File: src/rtl/reg_bank_param.sv
// Instruction-driven register bank: 2^SEL_WIDTH registers of DATA_WIDTH bits with
// load/inc/dec/move, a selectable read port, a sequential bank clear and a sticky error state.
module reg_bank_param #(
  parameter  int DATA_WIDTH = 8,
  parameter  int SEL_WIDTH  = 3,
  localparam int REG_COUNT  = 2 ** SEL_WIDTH,
  localparam int INST_WIDTH = 4 + SEL_WIDTH + DATA_WIDTH
) (
  input  logic                  clock,
  input  logic                  reset,
  input  logic [INST_WIDTH-1:0] inst,
  input  logic                  inst_en,
  output logic                  ready,
  output logic                  error,
  output logic [DATA_WIDTH-1:0] out
);

  typedef enum logic [1:0] {
    ST_RESET = 2'd0,
    ST_READY = 2'd1,
    ST_CLEAR = 2'd2,
    ST_ERROR = 2'd3
  } state_t;

  state_t                state_q, state_d;
  logic [DATA_WIDTH-1:0] regs_q [REG_COUNT];
  logic [DATA_WIDTH-1:0] regs_d [REG_COUNT];
  logic [SEL_WIDTH-1:0]  osel_q, osel_d;
  logic [SEL_WIDTH-1:0]  cnt_q, cnt_d;
  logic                  ready_q, ready_d;
  logic                  error_q, error_d;

  logic [3:0]            code_s;
  logic [SEL_WIDTH-1:0]  sel_s;
  logic [DATA_WIDTH-1:0] imm_s;
  logic [SEL_WIDTH-1:0]  src_s;

  assign code_s = inst[INST_WIDTH-1 -: 4];
  assign sel_s  = inst[DATA_WIDTH +: SEL_WIDTH];
  assign imm_s  = inst[DATA_WIDTH-1:0];
  assign src_s  = imm_s[SEL_WIDTH-1:0];

  // Next-state, register-file and flag computation
  always_comb begin
    state_d = state_q;
    regs_d  = regs_q;
    osel_d  = osel_q;
    cnt_d   = cnt_q;
    case (state_q)
      ST_RESET: begin
        state_d = ST_READY;
      end
      ST_READY: begin
        if (inst_en) begin
          case (code_s)
            4'd0: state_d = ST_READY;
            4'd1: osel_d = sel_s;
            4'd2: regs_d[sel_s] = imm_s;
            4'd3: regs_d[sel_s] = regs_q[sel_s] + DATA_WIDTH'(1);
            4'd4: regs_d[sel_s] = regs_q[sel_s] - DATA_WIDTH'(1);
            4'd5: begin
              state_d = ST_CLEAR;
              cnt_d   = '0;
            end
            4'd6: regs_d[sel_s] = regs_q[src_s];
            default: begin
              state_d = ST_ERROR;
              osel_d  = '0;
              for (int i = 0; i < REG_COUNT; i++) regs_d[i] = '0;
            end
          endcase
        end else begin
          state_d = ST_READY;
        end
      end
      ST_CLEAR: begin
        // One register per cycle; the last one hands control back to Ready
        regs_d[cnt_q] = '0;
        cnt_d         = cnt_q + SEL_WIDTH'(1);
        if (cnt_q == SEL_WIDTH'(REG_COUNT - 1)) begin
          state_d = ST_READY;
        end else begin
          state_d = ST_CLEAR;
        end
      end
      ST_ERROR: begin
        state_d = ST_ERROR;
        osel_d  = '0;
        for (int i = 0; i < REG_COUNT; i++) regs_d[i] = '0;
      end
      default: begin
        state_d = ST_RESET;
      end
    endcase
    ready_d = (state_d == ST_READY);
    error_d = (state_d == ST_ERROR);
  end

  // State, register file and status flags
  always_ff @(posedge clock or negedge reset) begin
    if (!reset) begin
      state_q <= ST_RESET;
      osel_q  <= '0;
      cnt_q   <= '0;
      ready_q <= 1'b0;
      error_q <= 1'b0;
      for (int i = 0; i < REG_COUNT; i++) regs_q[i] <= '0;
    end else begin
      state_q <= state_d;
      osel_q  <= osel_d;
      cnt_q   <= cnt_d;
      ready_q <= ready_d;
      error_q <= error_d;
      regs_q  <= regs_d;
    end
  end

  assign ready = ready_q;
  assign error = error_q;
  assign out   = regs_q[osel_q];

endmodule
File: config.mk
export PLATFORM = sky130hd
export DESIGN_NAME = reg_bank_param
export DESIGN_NICKNAME = d
export VERILOG_FILES = /design/src/rtl/reg_bank_param.sv
export SDC_FILE = /design/constraint.sdc
export NUM_CORES = 1
export LEC_CHECK = 0
export CAP_MARGIN = 20
export CORE_MARGIN = 2
export CORE_UTILIZATION = 45
export CTS_CLUSTER_SIZE = 28
export DETAILED_ROUTE_END_ITERATION = 8
export GPL_ROUTABILITY_DRIVEN = 0
export PLACE_DENSITY = 0.71
export SLEW_MARGIN = 0
export SYNTH_ARGS = -nofsm -noshare
export SYNTH_HDL_FRONTEND = slang
export SYNTH_SLANG_ARGS = --single-unit
File: constraint.sdc
create_clock -name clock -period 3.45 [get_ports clock]
set_input_delay 0.8625 -clock clock [delete_from_list [all_inputs] [get_ports clock]]
set_output_delay 0.8625 -clock clock [all_outputs]
set_load 0.03 [all_outputs]
==> metrics.cfg, run 1 <==
[status]
status = complete, no violations

[clock_tree]
clock-sinks = 74
insertion_delay_ps = 360
numCtsBuffers = 9
tritoncts = built
htree_levels = 3
path_clk_slew_ps = 60
cts_hold_buf = 0
clockBufferDepth = 2
clock-root-buffer = clkbuf_16

[logic_synthesis]
yosysTopAreaCell = dfrtp_1
syn-num-nets = 765
ys_top_cells_by_count = nand2_1 (96), dfrtp_1 (74), a21oi_1 (56)
seq_area_frac_synth_pct = 28.0
ys_ff_latch = 74
dominantRegCellSynth = dfrtp_1
ys_warn_count = 0
synth.distinct_cells = 75
syn-cell-area_um2 = 6600
yosysMostFrequentCell = nand2_1
syn_inst = 743
ys_async_sr_fraction_pct = 100
syn-mean-instance-area_um2 = 8.89
ys_top_cells_by_area = dfrtp_1 (28%), mux4_2 (12%), nand2_1 (5.5%)
yosys.area.top_type_share_pct = 28.0
synth_edf_count = 0

[worst_setup_path]
start_kind = input port
r2r_cells = 10
end_kind = flip-flop
rr_endpoint = regs_q[63]
crit_type = in -> reg
required_ps = 3720
critPathArrivalTime_ps = 3580
reg2reg_from = regs_q[50]
path_max_fanout = 8
r2r_slack_ps = 570

[floorplanning]
die_area_um2 = 15700
start_util_pct = 45.8
io_pins = 28
core_um2 = 14400
core.rowCount = 44
die_y_um = 125
die_w_um = 125

[timing]
fmax_mhz = 303
finalCritPeriodShare_pct = 95.8
rsz0062_at_grt = false
period_needed_ps = 3300
worst_pin_slew_ps = 996
setup_viol = 0
finalHoldViolations = 0
maxSlewHeadroom_pct = 33.6
finalClockSkew_ps = 4.74
slew_violations = 0

[routing]
vias = 7125
drt_iter0_drc = 931
routedWlPerCell_um = 24.2
drt-pass1-iter-count = 7
routed_wl_um = 24900
final_antenna_net_count = 0
viasPerCell = 6.93
drc_errors = 0

[worst_hold_path]
whs_path_depth = 2
hold_path.class = reg -> reg
hold_end = regs_q[2]
holdCritStartpoint = regs_q[2]

[power_and_ir_drop]
p_leak_uw = 0.00366
power_density_nw_per_um2 = 302
ir_drop_mv = 0.241

[grt]
antenna_found_initial = 0
grt_overflow = 0
grt_max_degree = 76
busiest_layer = met2
grt_pass1_wl_um = 38500
grt_pass1_vias = 6822
met2_usage_pct = 45.6
met3_usage_pct = 9.80
grtUsageMet1_pct = 41.5
grtUsageTotal_pct = 31.8

[finish]
multiInputGateArea_um2 = 4450
seq_area_um2 = 1850
area_delta_synth_final_pct = 24.0
fin_util_pct = 56.7
fillers = 1228
final_area_um2 = 8190
nNetsFinal = 861
layout-drive-gt1-share_pct = 27.0
antennaDiodeCount = 0

[flow_run]
maxCapViolCount = 0

[place]
postPlaceCellArea_um2 = 7750
numPortBuffers = 27
dp_hpwl_um = 17400

cell usage in the layout, fill, tap and decap left out, types with 23 or more instances in the layout:
cell,synthesis,final
dfrtp_1,74,74
buf_4,0,117
clkdlybuf4s50_1,0,23
o21ai_0,52,52
o21a_1,32,32
mux4_2,36,38
nor2_1,39,39
a21oi_1,56,56
a2bb2oi_1,24,24
nand2_1,96,95
state kept, by name, summed over array words and instances (netlist names):
register  cells
ready         1
state_q       2
error         1
regs_q       64
osel_q        3
cnt_q         3
where the power goes:
part           switching [uW]  total, uW  internal (uW)
logic                     346        583            237
clock network             385        969            584
registers                38.5        923            885
total                     769       2480           1710
repair_timing:
| item | 4_1_cts | 5_1_grt |
|---|---|---|
| endpoints found under the setup margin | 34 | 30 |
| setup buffers | 3 | 2 |
| gates resized for setup | 6 | 22 |
| pin swaps | 5 | 6 |
kinds of logic (layout without fill, tap and decap cells):
family          after synthesis  in the layout  share of synthesized area (%)
simple gates                213            213                           15.3
flops                        74             74                           28.0
mux                          66             66                           18.4
fa+ha+maj                     4              4                          0.758
xor+xnor                      9              9                           1.19
compound gates              290            290                           30.5
buf+inv                      87            188                           5.74
metal layers:
| metal | share of wire, % | up-vias |
|---|---|---|
| met1 | 38 | 3362 |
| met4 | 6.9 | 0 |
| met2 | 42 | 575 |
| li1 | - | 3037 |
| met3 | 13 | 151 |
| met5 | 0 | - |
how the worst max path moves through the flow:
stage,slack (ps),start,depth (start not counted),end
after CTS,4,inst[10],11,regs_q[47]
after global placement,-760,inst[9],12,regs_q[23]
after floorplan,190,inst[8],9,regs_q[7]
final,150,inst[8],11,regs_q[63]
after detailed placement,-660,inst[9],13,regs_q[39]
after global routing,40,inst[8],11,regs_q[47]
metrics by stage:
step	worst slack [ps]	TNS (ps)	hold WS (ps)	power, uW	instances
floorplan	195	0	471	1240	743
global placement	-757	-21250	501	1470	1005
detailed placement	-665	-23890	514	1480	1006
finish	146	0	535	2480	1028
CTS	4.10	0	527	2450	1025
global route	42.4	0	568	2560	1028
worst max-delay path, cell delays in order:
cell and delay [ps]:
buf_2 230, buf_4 220, mux4_2 560, mux2i_4 170, nand3_2 100, or4_4 440, or3_4 400, a21oi_2 140
buf_6 150, a2111oi_1 60, a211oi_1 220
final cells by class:
class | count | area share, %
repair buffers | 152 | 15.6
clock buffers | 15 | 3.64
multi-input cells | 582 | 54.4
clock inverters | 1 | 0.0611
inverters | 20 | 0.917
flip-flops and latches | 74 | 22.6
well taps | 184 | 2.81
(Power assumes the default switching activity.)
==> run 2, diff against run 1 <==
--- a/config.mk
+++ b/config.mk
@@ -6,12 +6,14 @@
 export NUM_CORES = 1
 export LEC_CHECK = 0
 export CAP_MARGIN = 20
+export CELL_PAD_IN_SITES_DETAIL_PLACEMENT = 2
+export CELL_PAD_IN_SITES_GLOBAL_PLACEMENT = 2
 export CORE_MARGIN = 2
-export CORE_UTILIZATION = 45
+export CORE_UTILIZATION = 39
 export CTS_CLUSTER_SIZE = 28
 export DETAILED_ROUTE_END_ITERATION = 8
 export GPL_ROUTABILITY_DRIVEN = 0
-export PLACE_DENSITY = 0.71
+export PLACE_DENSITY = 0.9
 export SLEW_MARGIN = 0
 export SYNTH_ARGS = -nofsm -noshare
 export SYNTH_HDL_FRONTEND = slang
==> constraint.sdc (replaced) <==
create_clock -name clock -period 3.45 [get_ports clock]
set_input_delay 0.69 -clock clock [delete_from_list [all_inputs] [get_ports clock]]
set_output_delay 0.69 -clock clock [all_outputs]
set_load 0.03 [all_outputs]
==> run 2 against run 1 <==
The flow now finishes with violations (negative setup slack). Routed wire length up 66%. Non-clock buffer count down 7. Die area up 15%. Register-to-register slack worse by 600 ps. Critical path depth up 1. Sequential cell count unchanged. Core utilization down 6.6 points. Critical endpoint is now regs_q[29]. Highest routed layer unchanged.
==> metrics.cfg, run 2 (synthesis results as in run 1) <==
[timing]
fmax_mhz = 268  ; -11%
maxSlewHeadroom_pct = 35.4  ; +1.9 points
slew_violations = 0  ; unchanged
finalCritPeriodShare_pct = 108  ; +12 points
period_needed_ps = 3730  ; +421 ps
fin_hold_ws_ps = 265  ; -269 ps
worst_pin_slew_ps = 965  ; -31.6 ps
setup_viol = 19  ; +19
layout_setup_ws_ps = -275  ; -421 ps
tns_ps = -2530  ; -2530 ps
finalHoldViolations = 0  ; unchanged
finalClockSkew_ps = 13.2  ; +8.44 ps

[worst_setup_path]
r2r_slack_ps = -30  ; -600 ps
r2r_cells = 10  ; unchanged
crit_type = in -> reg
rr_endpoint = regs_q[29]
end_kind = flip-flop
critPathArrivalTime_ps = 3950  ; +370 ps
path_max_fanout = 16  ; +8
reg2reg_from = regs_q[28]
start_kind = input port
required_ps = 3680  ; -40 ps

[finish]
fillers = 1746  ; +42%
nNetsFinal = 854  ; -0.81%
stdcell_count = 1058  ; +2.9%
largest-register = regs_q
layout-drive-gt1-share_pct = 26.5  ; -0.49 points
largest_reg_flops = 64  ; unchanged
final_cell_mix = buf_4 (109), nand2_1 (95), dfrtp_1 (74)
area_delta_synth_final_pct = 26.1
top_regs = regs_q (64), cnt_q (3), osel_q (3)
final_common_cell = buf_4

[power_and_ir_drop]
switching_power_uw = 945  ; +23%
p_total_uw = 2720  ; +10%
power_frac_clock_pct = 40.0  ; +0.9 points
seq_power_share_pct = 34.4  ; -2.9 points
p_leak_uw = 0.00366  ; -0.12%
sw_frac_of_total_pct = 34.7  ; +3.6 points
ir_drop_mv = 0.464  ; +93%
power_density_nw_per_um2 = 327  ; +8.2%
p_int_uw = 1780  ; +4.2%
power_frac_comb_pct = 25.6  ; +2.0 points

[routing]
routedWlPerCell_um = 39.0  ; +61%
drt_iter0_drc = 1100  ; +18%
final_antenna_net_count = 0  ; unchanged
vias = 8154  ; +14%
routed_wl_um = 41200  ; +66%
drt-pass1-iter-count = 5  ; -2
drc_errors = 0  ; unchanged
viasPerCell = 7.71  ; +11%

[clock_tree]
numCtsBuffers = 9  ; unchanged
clock-root-buffer = clkbuf_16
path_clk_slew_ps = 70  ; about the same
insertion_delay_ps = 370  ; about the same
clockBufferDepth = 2  ; unchanged
tritoncts = built
htree_levels = 3  ; unchanged
clock-sinks = 74  ; unchanged

[flow_run]
maxCapViolCount = 0  ; unchanged

[grt]
grt_pass1_vias = 8548  ; +25%
antenna_found_initial = 0  ; unchanged
grt_max_degree = 76  ; unchanged
grt_overflow = 0  ; unchanged
grt_pass1_wl_um = 55700  ; +45%
grtUsageTotal_pct = 42.4  ; +11 points

[floorplanning]
die_area_um2 = 18000  ; +15%
die_w_um = 134  ; +7.2%
core.rowCount = 47  ; +6.8%
start_util_pct = 39.8  ; -6.0 points
io_pins = 28  ; unchanged
core_um2 = 16600  ; +15%
die_y_um = 134  ; +7.2%

[status]
violations = negative setup slack
status = complete, but fails checks

[worst_hold_path]
hold_path.class = in -> async

[place]
dp_cells = 1032  ; +2.6%
dp_hpwl_um = 24700  ; +42%
numPortBuffers = 27  ; unchanged
pre_cts_ws_ps = -713  ; -48.6 ps

[run 2: changes by cell type in the layout (fill, tap and decap cells not counted), moves of 3 or more]
cell,before,now
a211oi_1,16,13
a211oi_2,0,3
buf_4,117,109
clkbuf_8,5,1
[run 2: repair_timing]
action | 4_1_cts | 5_1_grt
endpoints found under the setup margin | 37 | 33
resized for setup | 15 | 29
hold buffers | 0 | 0
buffers inserted | 2 | 6
pin swaps | 7 | 10
[run 2: layer usage]
metal | up-vias | GRT usage (%) | wire [um]
met5 | - | 0 | 0
met4 | 0 | 34.5 | 3990
met3 | 328 | 10.6 | 4500
met2 | 762 | 67.6 | 18500
met1 | 4047 | 48.4 | 14200
li1 | 3017 | - | -
[run 2: layout make-up]
cell class              instances  area [um2]  area share [%]
clock buffers                  11         243            2.92
inverters                      20        80.1           0.962
well taps                     220         275            3.31
repair buffers                145        1240            14.9
multi-input cells             582        4550            54.7
clock inverters                 5        77.6           0.932
flip-flops and latches         74        1850            22.2
diodes                          1        2.50          0.0301
[run 2: power by group through the flow]
stage | registers (uW) | logic, uW | clock network, uW
3_3_place_gp | 936 | 532 | 0
4_1_cts | 931 | 620 | 1080
3_5_place_dp | 946 | 590 | 0
2_1_floorplan | 910 | 328 | 0
5_1_grt | 938 | 711 | 1130
6_report | 936 | 697 | 1090
[run 2: worst max path at each step]
stage	start	cells after the start	end
floorplan	inst[8]	9	regs_q[7]
global placement	inst[9]	10	regs_q[23]
detailed placement	inst[9]	11	regs_q[7]
CTS	inst[10]	11	regs_q[7]
global route	inst[8]	12	regs_q[13]
finish	inst[8]	12	regs_q[29]
[run 2: critical path, stage by stage]
cell and delay [ps]:
buf_4 200, buf_4 170, mux2_4 320, a221oi_4 370, o32ai_4 180, buf_4 170, buf_4 140, nor3_1 360
xnor2_1 440, o22ai_4 300, o31ai_1 450, a2bb2oi_1 140
[run 2: metrics by stage]
| step | utilization (%) | cell area (um2) |
|---|---|---|
| 2_1_floorplan | - | 6600 |
| 3_3_place_gp | 46.5 | 7710 |
| 3_5_place_dp | 46.6 | 7720 |
| 4_1_cts | 49.0 | 8120 |
| 5_1_grt | 50.2 | 8320 |
| 6_report | 50.2 | 8320 |
==> run 3, diff against run 2 <==
--- a/config.mk
+++ b/config.mk
@@ -13,7 +13,7 @@
 export CTS_CLUSTER_SIZE = 28
 export DETAILED_ROUTE_END_ITERATION = 8
 export GPL_ROUTABILITY_DRIVEN = 0
-export PLACE_DENSITY = 0.9
+export PLACE_DENSITY_LB_ADDON = 0.2
 export SLEW_MARGIN = 0
 export SYNTH_ARGS = -nofsm -noshare
 export SYNTH_HDL_FRONTEND = slang
==> run 3 against run 2 <==
The flow still finishes with violations (negative setup slack). Setup slack gained 200 ps. Maximum frequency rose by 5.6%. Sequential cell count is the same. Die area stayed put. Critical path depth is 2 higher. Non-clock buffer count down 12. Via count shrank 6.6%. Sequential power down 0.7%. Register-to-register slack better by 270 ps. Clock-buffer cell count unchanged. First-iteration DRC count decreased by 27%. Critical path type unchanged. Critical endpoint is now regs_q[12]. Largest cell class unchanged. Largest power group unchanged.
==> metrics.cfg, run 3 (synthesis results as in run 1) <==
[worst_setup_path]
critPathArrivalTime_ps = 3770  ; -180 ps
start_kind = input port
path_max_fanout = 8  ; -8
crit_type = in -> reg
end_kind = flip-flop
required_ps = 3690  ; about the same

[floorplanning]
io_pins = 28  ; unchanged
die_w_um = 134  ; unchanged
die_y_um = 134  ; unchanged
core.rowCount = 47  ; unchanged
core_um2 = 16600  ; unchanged
start_util_pct = 39.8  ; unchanged
die_area_um2 = 18000  ; unchanged

[status]
status = complete, but fails checks
violations = negative setup slack

[finish]
antennaDiodeCount = 0  ; -1
seq_area_um2 = 1850  ; unchanged
area_delta_synth_final_pct = 23.6
final_common_cell = buf_4
layout-drive-gt1-share_pct = 25.3  ; -1.2 points
top_regs = regs_q (64), cnt_q (3), osel_q (3)
final_cell_mix = buf_4 (98), nand2_1 (95), dfrtp_1 (74)
largest_reg_flops = 64  ; unchanged
stdcell_count = 1045  ; -1.2%
nNetsFinal = 842  ; -1.4%
multiInputGateArea_um2 = 4490  ; -1.2%
fillers = 1739  ; -0.40%
largest-register = regs_q

[place]
numPortBuffers = 27  ; unchanged
dp_hpwl_um = 23700  ; -4.3%
dp_cells = 1026  ; -0.58%

[grt]
grtUsageTotal_pct = 39.4  ; -3.0 points
grt_max_degree = 76  ; unchanged
grt_overflow = 0  ; unchanged
antenna_found_initial = 0  ; unchanged
grt_pass1_vias = 8281  ; -3.1%
grt_pass1_wl_um = 52500  ; -5.7%

[timing]
tns_ps = -112  ; +2420 ps
worst_pin_slew_ps = 899  ; -66.1 ps
maxSlewHeadroom_pct = 39.9  ; +4.4 points
finalHoldViolations = 0  ; unchanged
finalCritPeriodShare_pct = 102  ; -5.7 points
fmax_mhz = 283  ; +5.6%
setup_viol = 2  ; -17
period_needed_ps = 3530  ; -196 ps
slew_violations = 0  ; unchanged
layout_setup_ws_ps = -78.9  ; +196 ps
finalClockSkew_ps = 9.87  ; -3.31 ps

[clock_tree]
path_clk_slew_ps = 60  ; about the same
numCtsBuffers = 9  ; unchanged
clock-root-buffer = clkbuf_16
insertion_delay_ps = 360  ; about the same
clock-sinks = 74  ; unchanged
tritoncts = built
htree_levels = 3  ; unchanged
cts_hold_buf = 0  ; unchanged
clockBufferDepth = 2  ; unchanged

[worst_hold_path]
hold_path.class = in -> async

[routing]
drc_errors = 0  ; unchanged
final_antenna_net_count = 0  ; unchanged
drt_iter0_drc = 800  ; -27%
vias = 7618  ; -6.6%
routed_wl_um = 36100  ; -12%
routedWlPerCell_um = 34.6  ; -11%
viasPerCell = 7.29  ; -5.4%
drt-pass1-iter-count = 5  ; unchanged

[power_and_ir_drop]
ir_drop_mv = 0.219  ; -53%
power_density_nw_per_um2 = 319  ; -2.4%
p_leak_uw = 0.00358  ; -2.2%

[flow_run]
maxCapViolCount = 0  ; unchanged

-- run 3: cell types whose count changed in the layout (fill, tap and decap cells not counted), sizes merged --
cell | before | now
clkbuf | 12 | 11
bufinv | 2 | 1
diode | 1 | 0
buf | 120 | 108
clkinv | 2 | 3
dlygate4sd2 | 0 | 1
-- run 3: final timing paths --
check | startpoint | slack, ps | endpoint | cells past startpoint
max | inst[8] | -80 | regs_q[12] | 14
min | reset | 280 | state_q[1] | 1
max reg2reg | regs_q[1] | 240 | regs_q[12] | 12
min reg2reg | regs_q[49] | 560 | regs_q[49] | 2
max in group asynchronous | reset | 2550 | regs_q[21] | 2
min in group clock | regs_q[49] | 560 | regs_q[49] | 2
-- run 3: layout make-up --
type                    instances  share of cell area [%]
well taps                     220                    3.37
flip-flops and latches         74                    22.7
clock inverters                 5                   0.644
clock buffers                  11                    3.10
multi-input cells             582                    55.0
inverters                      20                   0.920
repair buffers                133                    14.2
-- run 3: timing repair --
item,in CTS,in global routing
resized for setup,7,24
pin swaps,2,4
cloned,0,0
setup buffers,0,2
setup endpoints to repair,29,24
-- run 3: through the flow --
| step | cell area (um2) | utilization [%] | power, uW | hold WS [ps] | setup slack (ps) |
|---|---|---|---|---|---|
| 6_report | 8160 | 49.2 | 2610 | 278 | -78.9 |
| 2_1_floorplan | 6600 | - | 1240 | 394 | 367 |
| 5_1_grt | 8160 | 49.2 | 2670 | 297 | -106 |
| 3_5_place_dp | 7680 | 46.3 | 1540 | 518 | -457 |
| 3_3_place_gp | 7670 | 46.3 | 1480 | 496 | -320 |
| 4_1_cts | 8010 | 48.3 | 2570 | 557 | 2.28 |
-- run 3: routing by layer --
layer	part of all wire, %	global-route usage, %
met5	0	0
met4	7.7	26.4
met3	8.4	7.18
met2	47	64.6
met1	37	47.3
-- run 3: where the power goes --
part	internal, uW	switching (uW)	total [uW]
Sequential	884	44.6	929
Combinational	236	424	660
Clock	597	420	1020
Total	1720	889	2610
-- run 3: worst max-delay path, cell delays in order --
cell	delay (ps)
buf_2	250
buf_12	160
mux4_2	520
mux2i_4	270
inv_2	80
ha_1	220
nand3_1	190
buf_4	160
xor2_1	140
o221ai_1	170
buf_4	210
a211oi_2	260
o21ai_0	220
o21a_1	200
==> RTL change 1, RTL diff (config.mk and constraints of run 3) <==
Register the output `error` once more, with the module's reset; this adds one clock of latency there. The other outputs are not delayed to match.
--- a/src/rtl/reg_bank_param.sv
+++ b/src/rtl/reg_bank_param.sv
@@ -118,3 +118,9 @@
   assign ready = ready_q;
-  assign error = error_q;
+  always_ff @(posedge clock or negedge reset) begin
+    if (!reset) begin
+      error <= '0;
+    end else begin
+      error <= error_q;
+    end
+  end
   assign out   = regs_q[osel_q];
Formal check against the unedited RTL: not equivalent (Yosys sat finds a counterexample within 4 cycles, from zero or initial values and one cycle with reset low).
==> RTL change 1 against run 3 <==
The run still ends with negative setup slack left; sequential cell count increased by 1; cell area decreased by 7.4%; clock skew about the same; die area decreased by 7.7%; area after synthesis decreased by 7.9%; count of clock-buffer cells in the layout decreased by 1; cell count decreased by 12%; register-to-register slack improved by 30 ps; setup slack improved by 39 ps; wire length decreased by 13%; power increased by 20%.
==> RTL change 1: results (changes against run 3) <==
* Run status: finished with violations
* Failing checks: negative setup slack
* Router iterations before antenna repair at 7 (+2)
* Register area share after synthesis at 30.9% (+2.8 points)
* DRT Wirelength at 31400 µm (-13%)
* Met3 usage at 9.11% (+1.9 points)
* Final setup violation count at 3 (+1)
* Worst ir drop on vdd at 0.000274 V (+25%)
* Vias in the first global route at 7122 (-14%)
* Psw at 1.19 mW (+34%)
* Post-DP HPWL at 20000 µm (-16%)
* Layout cells sized above 1 at 25.8% (+0.48 points)
* Max Fanout on Critical Path at 6 (-2)
* Syn nets at 671 (-12%)
* Setup WS post-layout at -40.1 ps (+38.7 ps)
* Nets at 753 (-11%)
* CP Data Arrival Time at 3730 ps (-40 ps)
* P_leak at 3.26 nW (-8.9%)
* Rel. slew slack at 25.0% (-15 points)
* Met1 usage at 45.6% (-1.7 points)
* Power Density at 414 nW/µm² (+30%)
* Synth unique cells at 80 (+6.7%)
* Clk_skew at 9.70 ps (-0.171 ps)
* First-pass GRT wire length at 45000 µm (-14%)
* Leading post-synthesis cells by cell area: dfrtp_1 (31%), mux4_2 (14%), o21ai_0 (5.9%)
* GRT met2 Usage at 58.2% (-6.4 points)
* Initial antenna violation count at 1 (+1)
* DR iter-0 viols at 721 (-9.9%)
* Fillers at 1575 (-9.4%)
* Setup TNS at -68.8 ps (+43.2 ps)
* Synth top cells by count: nand2_1 (85), dfrtp_1 (75), o21ai_0 (72)
* Reg power frac at 31.8% (-3.8 points)
* Total GRT Usage at 37.0% (-2.4 points)
==> RTL change 1: final cells by class <==
class | instances | area [µm²] | share of cell area [%]
multi-input combinational | 511 | 3990 | 52.8
sequential | 75 | 1880 | 24.8
tap | 188 | 235 | 3.11
inverter | 15 | 56.3 | 0.745
timing repair buffer | 119 | 1050 | 13.9
clock inverter | 6 | 113 | 1.49
clock buffer | 10 | 239 | 3.16
==> RTL change 1: metrics by stage <==
step | instance area (µm²) | worst slack [ps] | instances
after floorplan | 6110 | 37.7 | 649
after global placement | 7030 | -329 | 898
after detailed placement | 7030 | -497 | 898
after CTS | 7460 | 76.0 | 920
after global routing | 7560 | -128 | 924
final | 7560 | -40.1 | 924
==> RTL change 1: what timing repair did <==
action                     4_1_cts  5_1_grt
hold endpoints to repair         0        0
pin swaps                        1        4
setup endpoints to repair       24       27
setup buffers                    4        3
gates cloned                     2        0
gates resized for setup          6       15
==> RTL change 1: cell families (layout without fill, tap and decap cells) <==
| kind of cell | after synthesis | in the layout | share of synthesized area, % |
|---|---|---|---|
| XOR/XNOR | 5 | 5 | 0.720 |
| adder cells (fa/ha/maj) | 4 | 4 | 0.823 |
| AO/OA/AOI/OAI | 222 | 222 | 24.9 |
| AND/OR/NAND/NOR | 213 | 214 | 17.6 |
| buffers and inverters | 64 | 150 | 4.92 |
| multiplexers | 66 | 66 | 20.2 |
| flip-flops | 75 | 75 | 30.9 |
==> RTL change 1: worst max-delay path, cell delays in order <==
cell	delay, ps
clkdlybuf4s15_1	260
buf_12	160
mux4_2	550
mux2i_4	280
buf_4	190
ha_1	250
mux2i_1	330
a21boi_1	320
nand2_1	200
o21ai_0	220
nand2_1	80
a22o_1	190
==> RTL change 1: power groups by stage <==
stage                     logic, mW  registers, mW  clock network, mW
final                         0.985          0.996               1.15
after global placement        0.859           1.00                  0
after global routing           1.01           1.00               1.19
after detailed placement      0.899           1.01                  0
after CTS                     0.917          0.992               1.16
after floorplan               0.447          0.971                  0
==> RTL change 1: path summary, 6_finish.rpt <==
kind | startpoint | end | slack (ps) | cells after the start
setup / recovery | inst[8] | regs_q[25]$_DFFE_PN0P_ | -40 | 12
hold / removal | reset | cnt_q[0]$_DFFE_PN0P_ | 290 | 1
setup reg to reg | regs_q[57]$_DFFE_PN0P_ | regs_q[62]$_DFFE_PN0P_ | 270 | 12
hold reg to reg | error_q$_DFF_PN0_ | error$_DFF_PN0_ | 350 | 0
max in group asynchronous | reset | regs_q[5]$_DFFE_PN0P_ | 2530 | 2
min in group clock | error_q$_DFF_PN0_ | error$_DFF_PN0_ | 350 | 0
==> RTL change 1: routing by layer <==
layer,wire length [µm],vias up,part of all wire [%]
met1,12200,3482,39
li1,-,2661,-
met4,1890,2,6.0
met3,2780,117,8.8
met2,14600,387,46
met5,52,-,0.17
==> RTL change 2, RTL diff (flow settings as in run 3) <==
Made on the original files. `SEL_WIDTH`: 3 -> 5.
--- a/src/rtl/reg_bank_param.sv
+++ b/src/rtl/reg_bank_param.sv
@@ -4,3 +4,3 @@
   parameter  int DATA_WIDTH = 8,
-  parameter  int SEL_WIDTH  = 3,
+  parameter  int SEL_WIDTH  = 5,
   localparam int REG_COUNT  = 2 ** SEL_WIDTH,
Interface: changed (resized inst); port bits go from 28 to 30. No check against the original RTL was run, so the function may have changed too.
==> RTL change 2 against run 3 <==
The run now fails in global routing (5_1_grt); area after synthesis increased to 3.8 times the old value.
==> RTL change 2: results (changes against run 3) <==
* H-tree depth at 2 (-1)
* Post-synth ARST share at 100% (unchanged)
* Largest net degree at the start of global routing at 95
* Synth top cells by count: nor2_1 (442), a21oi_1 (319), o21ai_0 (312)
* Compound-gate portion of the synthesized area at 26.8% (-3.7 points)
* Yosys top cell by area: dfrtp_1
* Post-DP HPWL at 121000 µm (+410%)
* CTS max path bufs at 3 (+1)
* Adder-Cell Fraction of Synth Area at 0.351% (-0.41 points)
* Run status: aborted with a tool error
* Failing step: global routing (5_1_grt)
* Port Buffers at 29 (+7.4%)
* XOR/XNOR Fraction of Synth Area at 0.211% (-0.98 points)
* Ys Warns at 0 (unchanged)
* Root buffer cell: clkbuf_16
* Syn nets at 3054 (+300%)
* Log Error: [ERROR GRT-0232] Routing congestion too high. Check the congestion heatmap in the GUI.
* Total GRT Usage at 80.5%
* Synth unique cells at 58 (-23%)
* Synthesized flop and latch total at 270 (+260%)
* Total grt overflow at 170
* Clock buffer count from CTS at 38 (+29)
* Register area share after synthesis at 27.1% (-0.94 points)
* Multiplexer share of the synthesized area at 20.5% (+2.1 points)
* Leading post-synthesis cells by cell area: dfrtp_1 (27%), mux4_2 (15%), nor2_1 (6.7%)
RTL change 2: cell types whose count changed after synthesis, moves of 100 or more:
cell	change
nor2_1	+403
a21oi_1	+263
mux4_2	+132
o21ai_0	+260
mux2i_1	+100
nor3_1	+167
dfrtp_1	+196
clkbuf_1	+231
nand2_1	+125
RTL change 2: what timing repair did:
item                       in CTS
hold buffers                    0
pin swaps                      74
hold endpoints to repair        0
resized for setup             300
setup buffers                  45
setup endpoints to repair     233
cloned                         11
RTL change 2: metal layers:
layer	GRT overflow	GRT usage, %
met1	0	80.3
met3	3	70.9
met5	1	34.4
met4	89	80.3
met2	77	92.7
RTL change 2: through the flow:
stage	util [%]	instance area, µm²	TNS, ps	setup WS, ps	std cells
floorplan	-	25400	-2200	-49.2	3027
global placement	47.4	29900	-138200	-770	4090
detailed placement	47.4	29900	-202510	-1170	4090
CTS	52.9	33400	-2450	-314	4213
